### config.mk
export PLATFORM = sky130hd
export DESIGN_NAME = uart_rx_fifo
export DESIGN_NICKNAME = d
export VERILOG_FILES = /design/src/rtl/uart_rx_fifo.sv
export SDC_FILE = /design/constraint.sdc
export NUM_CORES = 1
export LEC_CHECK = 0
export ABC_CLOCK_PERIOD_IN_PS = 3100
export BUFFER_PORTS_ARGS = -buffer_cell sky130_fd_sc_hd__buf_2
export CORE_MARGIN = 2
export CORE_UTILIZATION = 45
export DETAILED_ROUTE_END_ITERATION = 12
export PLACE_DENSITY = 0.58
export SYNTH_ARGS = -nofsm -noshare
export SYNTH_HDL_FRONTEND = slang
export SYNTH_SLANG_ARGS = --single-unit
### constraint.sdc
create_clock -name clk -period 3.1 [get_ports clk]
set_input_delay 0 -clock clk [delete_from_list [all_inputs] [get_ports clk]]
set_output_delay 0 -clock clk [all_outputs]
set_load 0.005 [all_outputs]
### src/rtl/uart_rx_fifo.sv
// Oversampling UART receiver with majority vote, break detection and
// a first-word fall-through receive FIFO with RTS flow control.
module uart_rx_fifo #(
    parameter int OVERSAMPLE = 16,
    parameter int FIFO_DEPTH = 16,
    parameter int RTS_THRESH = FIFO_DEPTH - 2,
    parameter int DIV_W      = 16
) (
    input  logic                          clk,
    input  logic                          reset_n,
    input  logic [DIV_W-1:0]              divisor,
    input  logic                          rx_en,
    input  logic [1:0]                    data_bit_num,
    input  logic                          stop_bit_num,
    input  logic                          parity_en,
    input  logic                          parity_type,
    input  logic                          rx,
    input  logic                          rx_ready,
    input  logic                          overrun_clr,
    output logic [7:0]                    rx_data,
    output logic                          rx_valid,
    output logic                          parity_error,
    output logic                          frame_error,
    output logic                          break_det,
    output logic                          overrun,
    output logic [$clog2(FIFO_DEPTH):0]   fifo_level,
    output logic                          rts_n
);
    localparam int AW = $clog2(FIFO_DEPTH);
    localparam int SW = $clog2(OVERSAMPLE);
    localparam logic [SW-1:0] S_LO  = SW'(OVERSAMPLE / 2 - 1);
    localparam logic [SW-1:0] S_MID = SW'(OVERSAMPLE / 2);
    localparam logic [SW-1:0] S_HI  = SW'(OVERSAMPLE / 2 + 1);
    localparam logic [SW-1:0] S_END = SW'(OVERSAMPLE - 1);

    typedef enum logic [2:0] {
        S_IDLE, S_START, S_DATA, S_PARITY, S_STOP, S_BRK_WAIT
    } state_t;

    logic [DIV_W-1:0] r_div_cnt;
    logic             w_tick;
    logic             r_sync1, r_sync2;

    assign w_tick = (r_div_cnt == '0);

    always_ff @(posedge clk or negedge reset_n) begin
        if (!reset_n) begin
            r_div_cnt <= '0;
            r_sync1   <= 1'b1;
            r_sync2   <= 1'b1;
        end else begin
            r_sync1 <= rx;
            r_sync2 <= r_sync1;
            if (w_tick)
                r_div_cnt <= (divisor > DIV_W'(1)) ? divisor - 1'b1 : '0;
            else
                r_div_cnt <= r_div_cnt - 1'b1;
        end
    end

    state_t      r_state;
    logic [SW-1:0] r_samp;
    logic        r_v0, r_v1;
    logic [2:0]  r_bit_idx;
    logic [7:0]  r_data;
    logic [1:0]  r_dbn;
    logic        r_sbn, r_pen, r_ptype;
    logic        r_pbit, r_ferr, r_stop_idx;
    logic        r_push;
    logic [10:0] r_push_word;
    logic        w_maj, w_vote, w_bit_end, w_last_data, w_perr, w_brk;

    assign w_maj       = (r_v0 & r_v1) | (r_v0 & r_sync2) | (r_v1 & r_sync2);
    assign w_vote      = w_tick && (r_samp == S_HI);
    assign w_bit_end   = w_tick && (r_samp == S_END);
    assign w_last_data = (r_bit_idx == {1'b1, r_dbn});
    assign w_perr      = r_pen & ((^r_data) ^ r_pbit ^ r_ptype);
    assign w_brk       = (r_data == 8'd0) && !(r_pen && r_pbit) && !w_maj;

    always_ff @(posedge clk or negedge reset_n) begin
        if (!reset_n) begin
            r_state     <= S_IDLE;
            r_samp      <= '0;
            r_v0        <= 1'b0;
            r_v1        <= 1'b0;
            r_bit_idx   <= '0;
            r_data      <= '0;
            r_dbn       <= '0;
            r_sbn       <= 1'b0;
            r_pen       <= 1'b0;
            r_ptype     <= 1'b0;
            r_pbit      <= 1'b0;
            r_ferr      <= 1'b0;
            r_stop_idx  <= 1'b0;
            r_push      <= 1'b0;
            r_push_word <= '0;
        end else begin
            r_push <= 1'b0;
            if (w_tick) begin
                r_samp <= w_bit_end ? '0 : r_samp + 1'b1;
                if (r_samp == S_LO)  r_v0 <= r_sync2;
                if (r_samp == S_MID) r_v1 <= r_sync2;
            end
            if (!rx_en) begin
                r_state <= S_IDLE;
            end else begin
                unique case (r_state)
                    S_IDLE: if (!r_sync2) begin
                        r_state    <= S_START;
                        r_samp     <= '0;
                        r_dbn      <= data_bit_num;
                        r_sbn      <= stop_bit_num;
                        r_pen      <= parity_en;
                        r_ptype    <= parity_type;
                        r_data     <= '0;
                        r_pbit     <= 1'b0;
                        r_ferr     <= 1'b0;
                        r_bit_idx  <= '0;
                        r_stop_idx <= 1'b0;
                    end
                    S_START: begin
                        if (w_vote && w_maj)
                            r_state <= S_IDLE;
                        else if (w_bit_end)
                            r_state <= S_DATA;
                    end
                    S_DATA: begin
                        if (w_vote)
                            r_data[r_bit_idx] <= w_maj;
                        if (w_bit_end) begin
                            if (w_last_data)
                                r_state <= r_pen ? S_PARITY : S_STOP;
                            else
                                r_bit_idx <= r_bit_idx + 1'b1;
                        end
                    end
                    S_PARITY: begin
                        if (w_vote)
                            r_pbit <= w_maj;
                        if (w_bit_end)
                            r_state <= S_STOP;
                    end
                    S_STOP: begin
                        // Frames end at the mid-bit vote so a back-to-back start edge is not missed
                        if (w_vote) begin
                            if (!r_stop_idx && w_brk) begin
                                r_push      <= 1'b1;
                                r_push_word <= {1'b1, 1'b1, w_perr, r_data};
                                r_state     <= S_BRK_WAIT;
                            end else if (r_stop_idx == r_sbn) begin
                                r_push      <= 1'b1;
                                r_push_word <= {1'b0, r_ferr | !w_maj, w_perr, r_data};
                                r_state     <= S_IDLE;
                            end else begin
                                r_ferr <= r_ferr | !w_maj;
                            end
                        end else if (w_bit_end) begin
                            r_stop_idx <= 1'b1;
                        end
                    end
                    S_BRK_WAIT: if (r_sync2) r_state <= S_IDLE;
                    default: r_state <= S_IDLE;
                endcase
            end
        end
    end

    logic [10:0]   r_mem [FIFO_DEPTH];
    logic [AW-1:0] r_wptr, r_rptr;
    logic [AW:0]   r_level;
    logic          r_overrun, r_rts_n;
    logic          w_valid, w_full, w_pop, w_wr, w_ovf;
    logic [10:0]   w_head;

    assign w_valid = (r_level != '0);
    assign w_full  = (r_level == (AW + 1)'(FIFO_DEPTH));
    assign w_pop   = w_valid & rx_ready;
    assign w_wr    = r_push & (!w_full | w_pop);
    assign w_ovf   = r_push & w_full & !w_pop;
    assign w_head  = r_mem[r_rptr];

    always_ff @(posedge clk) begin
        if (w_wr)
            r_mem[r_wptr] <= r_push_word;
    end

    always_ff @(posedge clk or negedge reset_n) begin
        if (!reset_n) begin
            r_wptr    <= '0;
            r_rptr    <= '0;
            r_level   <= '0;
            r_overrun <= 1'b0;
            r_rts_n   <= 1'b1;
        end else begin
            if (w_wr)
                r_wptr <= r_wptr + 1'b1;
            if (w_pop)
                r_rptr <= r_rptr + 1'b1;
            r_level <= r_level + {{AW{1'b0}}, w_wr} - {{AW{1'b0}}, w_pop};
            if (w_ovf)
                r_overrun <= 1'b1;
            else if (overrun_clr)
                r_overrun <= 1'b0;
            r_rts_n <= (r_level >= (AW + 1)'(RTS_THRESH));
        end
    end

    assign rx_valid     = w_valid;
    assign rx_data      = w_valid ? w_head[7:0] : 8'd0;
    assign parity_error = w_valid & w_head[8];
    assign frame_error  = w_valid & w_head[9];
    assign break_det    = w_valid & w_head[10];
    assign overrun      = r_overrun;
    assign fifo_level   = r_level;
    assign rts_n        = r_rts_n;
endmodule

==> results of run 1 <==
[routing by layer]
layer	global-route usage (%)	up-vias	part of all wire (%)
li1	-	2909	-
met1	22.9	3199	43
met2	31.9	142	52
met3	2.47	33	3.7
met4	4.63	0	2.1
met5	0	-	0
[worst max-delay path, stage by stage]
cell and delay, ns:
dlygate4sd3_1 0.53, buf_2 0.14, or4_4 0.55, or3_4 0.36, or4_4 0.47, o41ai_4 0.56
o22ai_1 0.17, dlygate4sd3_1 0.59
[flip-flops by register name, summed over array words and instances (netlist names), 2 cells and up]
| register | flops |
|---|---|
| r_dbn | 2 |
| r_mem | 176 |
| r_wptr | 4 |
| r_bit_idx | 3 |
| r_state | 3 |
| fifo_level | 5 |
| r_samp | 4 |
| r_div_cnt | 16 |
| r_rptr | 4 |
| r_data | 8 |
| r_push_word | 11 |
[cells in the final DEF (no fill, tap or decap), types with 23 or more instances in the layout]
cell type	synthesis	final
buf_2	2	44
buf_4	0	23
clkbuf_16	0	26
dfrtp_1	70	68
dlygate4sd3_1	0	38
edfxtp_1	176	176
ha_1	25	25
inv_1	33	33
mux4_2	55	55
nand2_1	61	61
nor2_1	35	35
o21ai_0	29	29
xnor2_1	33	33
[synthesized netlist by cell type (3+ instances only)]
cell type | count | area, um^2
nand4_1 | 5 | 31.3
mux2_2 | 4 | 45.0
xor2_1 | 11 | 96.3
nor2b_1 | 16 | 100
nor4_1 | 8 | 50.1
xnor2_1 | 33 | 289
o31ai_1 | 3 | 22.5
o21ai_0 | 29 | 145
ha_1 | 25 | 313
or4_1 | 4 | 30.0
clkbuf_1 | 17 | 63.8
inv_1 | 33 | 124
nand3_1 | 21 | 105
dfstp_2 | 3 | 78.8
o22ai_1 | 16 | 100
mux4_2 | 55 | 1240
dfrtp_1 | 70 | 1750
or3_1 | 3 | 18.8
mux2i_1 | 3 | 30.0
nor2_1 | 35 | 131
nand2b_1 | 5 | 31.3
nor3_1 | 19 | 95.1
a21oi_1 | 15 | 75.1
nand2_1 | 61 | 229
nor3b_1 | 3 | 22.5
buf_1 | 9 | 33.8
edfxtp_1 | 176 | 5290
[power by group through the flow]
stage / clock network (mW) / registers (mW) / logic [mW]
floorplan: 0 / 3.80 / 0.967
finish: 3.23 / 3.90 / 1.24
global placement: 0 / 3.97 / 1.19
global route: 3.43 / 3.93 / 1.37
detailed placement: 0 / 3.98 / 1.23
CTS: 3.29 / 3.91 / 1.26
[logic make-up after synthesis]
group | after synthesis
mux | 62
fa+ha+maj | 27
simple gates | 192
compound gates | 76
buf+inv | 62
flops | 249
xor+xnor | 44
[through the flow]
| stage | utilization (%) | hold WS (ns) |
|---|---|---|
| after floorplan | - | -0.296 |
| after global placement | 49.1 | 0.110 |
| after detailed placement | 49.1 | 0.107 |
| after CTS | 54.5 | 0.0725 |
| after global routing | 54.5 | 0.0937 |
| final | 54.5 | 0.0848 |
[area by class of cell]
type / instances / area, um^2 / share of cell area [%]
inverters: 33 / 124 / 0.965
flip-flops and latches: 249 / 7120 / 55.5
repair buffers: 108 / 833 / 6.49
clock buffers: 30 / 666 / 5.19
multi-input cells: 401 / 3470 / 27.0
well taps: 319 / 399 / 3.11
clock inverters: 17 / 225 / 1.76
[path summary, 6_finish.rpt]
check | endpoint | start | depth (start not counted)
setup / recovery | r_div_cnt[0] | divisor[6] | 8
hold / removal | r_div_cnt[14] | divisor[3] | 5
hold reg to reg | r_sync2 | r_sync1 | 0
min in group asynchronous | r_div_cnt[4] | reset_n | 2
setup reg to reg | fifo_level[4] | fifo_level[2] | 16
max in group asynchronous | r_rptr[0] | reset_n | 2
==> results.ini, run 1 <==
[cts]
clk_pin_slew_ns=0.06
cts_resized=0
htreeDepth=1
cts.sink_count=249
cts_root_buf=clkbuf_16
cts.path.max_buffers=3
tritoncts=yes
cts_setup_buffers=0
cts_made_buffers=26
ctsHoldBuffers=38
insertion_delay_ns=0.54

[synth]
synthesis.nets=765
avgSynthCellArea_um2=15.2
yosysWarnings=0
synth_seq_cells=249
synth_top_family_by_area=multiplexers
synthAdderAreaFrac_pct=3.17
synth_mux_area_share_pct=12.1
synthXorXnorAreaFrac_pct=3.56
async_flop_share_pct=29.3
synth_compound_area_share_pct=4.34
ys.flop_type=edfxtp_1
syn-cell-area_um2=10800
synth_edf_count=176
yosysUniqueCellTypes=50
seq_area_frac_synth_pct=65.8
yosys.area_share.simple_pct=8.74
syn_inst=712

[sta]
rsz0062_at_grt=false
setup_ws_ns=0.139
setup_viol=0
fin_crit_ns=2.96
period_share_pct=95.5
maxSlewViolCount=0
fmax_mhz=338
finClkSkew_ns=0.0149
slew_headroom_pct=28.4
worstMarginPinSlew_ns=1.07
setup-tns-final_ns=0
finalHoldViolations=0

[power_and_ir_drop]
p_sw_mw=2.12
p_clk_share_pct=38.6
ir_worst_vdd_v=0.000640
seq_power_share_pct=46.6
power_frac_comb_pct=14.8
total_power_mw=8.37
p_leak_nw=4.97
powerDensity_nw_per_um2=653
switching_share_pct=25.4
internal_power_mw=6.25

[place]
preCtsSetupSlack_ns=0.215
placed_cell_area_um2=11600
port-buffer-count=45
dp_hpwl_mm=14.0
gp_congestion=0.810
placedCellCount=1072

[route]
wl_per_cell_um=19.1
routed_wl_mm=22.1
ant_nets=0
drc_errors=0
drt_iter0_drc=330
vias=6283
drtPass1Iterations=5
drt-vias-per-instance=5.43

[critical_path]
critPathRequiredTime_ns=3.51
critPathLaunchType=primary input
crit_arrival_ns=3.37
setup.reg_to_reg.worst_slack_ns=0.17
critPathKind=in2reg
endpoint_kind=flip-flop
path_max_fanout=8

[die]
start_util_pct=45.9
die_x_um=159
coreArea_um2=23500
fp.dieArea_um2=25300
io_pins=46
rows=56
fp.dieH_um=159

[grt]
grt_pass1_vias=6532
antenna_found_initial=0
grt_use_total_pct=17.8
grt_overflow_total=0
grt_max_degree=74
grt_pass1_wl_mm=35.4

[final_layout]
final_nets=872
drive_gt1_share_pct=21.8
instances_no_fill=1157
area_delta_synth_final_pct=18.7
antennaDiodeCount=0
num-fill-cells=1935
fin_area_um2=12800

[min_path]
hold_class=in2reg

[flow_run]
cap_violations=0

[outcome]
status=completed

Note: power is estimated with default switching activity, not from simulation.
==> run 2: changes to the inputs <==
--- a/config.mk
+++ b/config.mk
@@ -7,10 +7,12 @@
 export LEC_CHECK = 0
 export ABC_CLOCK_PERIOD_IN_PS = 3100
 export BUFFER_PORTS_ARGS = -buffer_cell sky130_fd_sc_hd__buf_2
+export CELL_PAD_IN_SITES_DETAIL_PLACEMENT = 0
+export CELL_PAD_IN_SITES_GLOBAL_PLACEMENT = 1
 export CORE_MARGIN = 2
 export CORE_UTILIZATION = 45
 export DETAILED_ROUTE_END_ITERATION = 12
-export PLACE_DENSITY = 0.58
+export PLACE_DENSITY = 0.67
 export SYNTH_ARGS = -nofsm -noshare
 export SYNTH_HDL_FRONTEND = slang
 export SYNTH_SLANG_ARGS = --single-unit
==> run 2 against run 1 <==
Non-clock buffer count grew 10. Global-route usage grew 0.23 points. Worst setup slack gained 0.048 ns. Utilization is essentially flat. Clock skew grew 0.0043 ns. Hold slack lost 0.022 ns. Die area is the same. Routed wire length grew 0.31%. Flip-flop and latch count is the same. Sequential power grew 2%.
==> results.ini, run 2 (synthesis results as in run 1) <==
[power_and_ir_drop]
p_leak_nw=4.97
p_clk_share_pct=36.6
ir_worst_vdd_v=0.000408
internal_power_mw=6.00
seq_power_share_pct=48.6
power_frac_comb_pct=14.9
powerDensity_nw_per_um2=634
switching_share_pct=26.3
p_sw_mw=2.14

[sta]
setup_viol=0
rsz0062_at_grt=false
finClkSkew_ns=0.0192
whs_ns=0.0631
fmax_mhz=343
setup-tns-final_ns=0
fin_crit_ns=2.91
maxSlewViolCount=0
finalHoldViolations=0
worstMarginPinSlew_ns=0.946
period_share_pct=94.0
slew_headroom_pct=36.9
setup_ws_ns=0.187

[die]
start_util_pct=45.9
rows=56
fp.dieH_um=159
fp.dieArea_um2=25300
coreArea_um2=23500
die_x_um=159
io_pins=46

[place]
port-buffer-count=45
dp_hpwl_mm=14.2
gp_congestion=0.823
preCtsSetupSlack_ns=0.254

[cts]
cts_setup_buffers=0
htreeDepth=1
clk_pin_slew_ns=0.06
tritoncts=yes
cts_root_buf=clkbuf_16
cts.path.max_buffers=3
cts.sink_count=249
cts_made_buffers=27
insertion_delay_ns=0.54

[final_layout]
final_nets=883
num-fill-cells=1933
final_cell_mix=edfxtp_1 (176), dfrtp_1 (68), nand2_1 (61), mux4_2 (55), buf_2 (44)
area_delta_synth_final_pct=18.8
regMostFlops=r_mem
regArea_um2=7120
multi_input_area_um2=3460
layout_commonest_cell=edfxtp_1
antennaDiodeCount=0
drive_gt1_share_pct=22.6
largest_reg_flops=176
top_regs=r_mem (176), r_div_cnt (16), r_push_word (11)

[critical_path]
crit_arrival_ns=3.33
critPathKind=in2reg
setup.reg_to_reg.worst_slack_ns=0.22
slowest_stage=dlygate4sd3_1
worstRegToRegCells=10
r2r_end=r_div_cnt[2]
critPathLaunchType=primary input
endpoint_kind=flip-flop
crit-reg2reg-launch=r_div_cnt[0]
critPathMaxStageDelay_ns=0.58
path_max_fanout=8
critPathRequiredTime_ns=3.51
crit_chain=dlygate4sd3_1 -> buf_2 -> or4_4 -> or3_4 -> or4_4 -> o41ai_4 -> o22ai_1 -> dlygate4sd3_1

[min_path]
whs_endpoint=r_div_cnt[15]
hold_class=in2reg
whs_path_depth=5
min-delay-start=divisor[3]

[route]
vias=6236
routed_wl_mm=22.2
wl_per_cell_um=19.0
drc_errors=0
drt-vias-per-instance=5.33
drtPass1Iterations=5
drt_iter0_drc=443
ant_nets=0

[grt]
grt_pass1_wl_mm=36.0
grt_pass1_vias=6487
grt_overflow_total=0
grt_use_total_pct=18.0
grt_max_degree=74
antenna_found_initial=0

[flow_run]
cap_violations=0

[outcome]
status=completed

[run 2: cell count changes in the layout (fill, tap and decap cells not counted), moves of 2 or more]
cell        before  now
clkinvlp_4       0    4
buf_4           23   32
clkinv_1         3    6
bufinv_16        5    1
clkinv_2         6    8
[run 2: how the worst max path moves through the flow]
stage | startpoint | endpoint | slack [ns] | cells past startpoint
floorplan | fifo_level[2] | fifo_level[4] | 0.29 | 17
global placement | fifo_level[2] | fifo_level[4] | 0.33 | 16
detailed placement | fifo_level[2] | fifo_level[4] | 0.25 | 16
CTS | r_rptr[0] | break_det | 0.20 | 5
global route | r_div_cnt[0] | r_div_cnt[0] | 0.002 | 10
finish | divisor[6] | r_div_cnt[0] | 0.19 | 8
[run 2: per-layer routing]
layer	up-vias	track usage, %	wire, um
met4	0	5.17	592
li1	2936	-	-
met5	-	0	0
met3	36	2.50	892
met2	153	31.1	11200
met1	3111	24.0	9540
[run 2: what timing repair did]
item / CTS / global route
hold endpoints to repair: 101 / 0
resized for setup: 0 / 0
hold buffers: 39 / 0
[run 2: power by group through the flow]
stage | Clock [mW] | Combinational (mW) | Sequential (mW)
2_1_floorplan | 0 | 0.967 | 3.80
3_3_place_gp | 0 | 1.17 | 4.03
3_5_place_dp | 0 | 1.20 | 4.04
4_1_cts | 3.05 | 1.24 | 3.97
5_1_grt | 3.19 | 1.33 | 3.99
6_report | 2.98 | 1.21 | 3.96
[run 2: through the flow]
stage	utilization, %	instances	power, mW	cell area (um^2)
floorplan	-	712	4.77	10800
global placement	49.4	1081	5.20	11600
detailed placement	49.4	1081	5.24	11600
CTS	54.5	1170	8.26	12800
global route	54.5	1170	8.51	12800
finish	54.5	1170	8.14	12800
[run 2: final cells by class]
type	count	share of cell area, %
clock buffers	30	5.35
clock inverters	20	1.11
inverters	33	0.965
multi-input cells	401	26.9
flip-flops and latches	249	55.4
well taps	319	3.11
repair buffers	118	7.09
[run 2: worst max-delay path, delay by kind of cell]
family,cells,cell delay (ns)
simple gates,3,1.37
compound gates,2,0.71
buf+inv,3,1.25
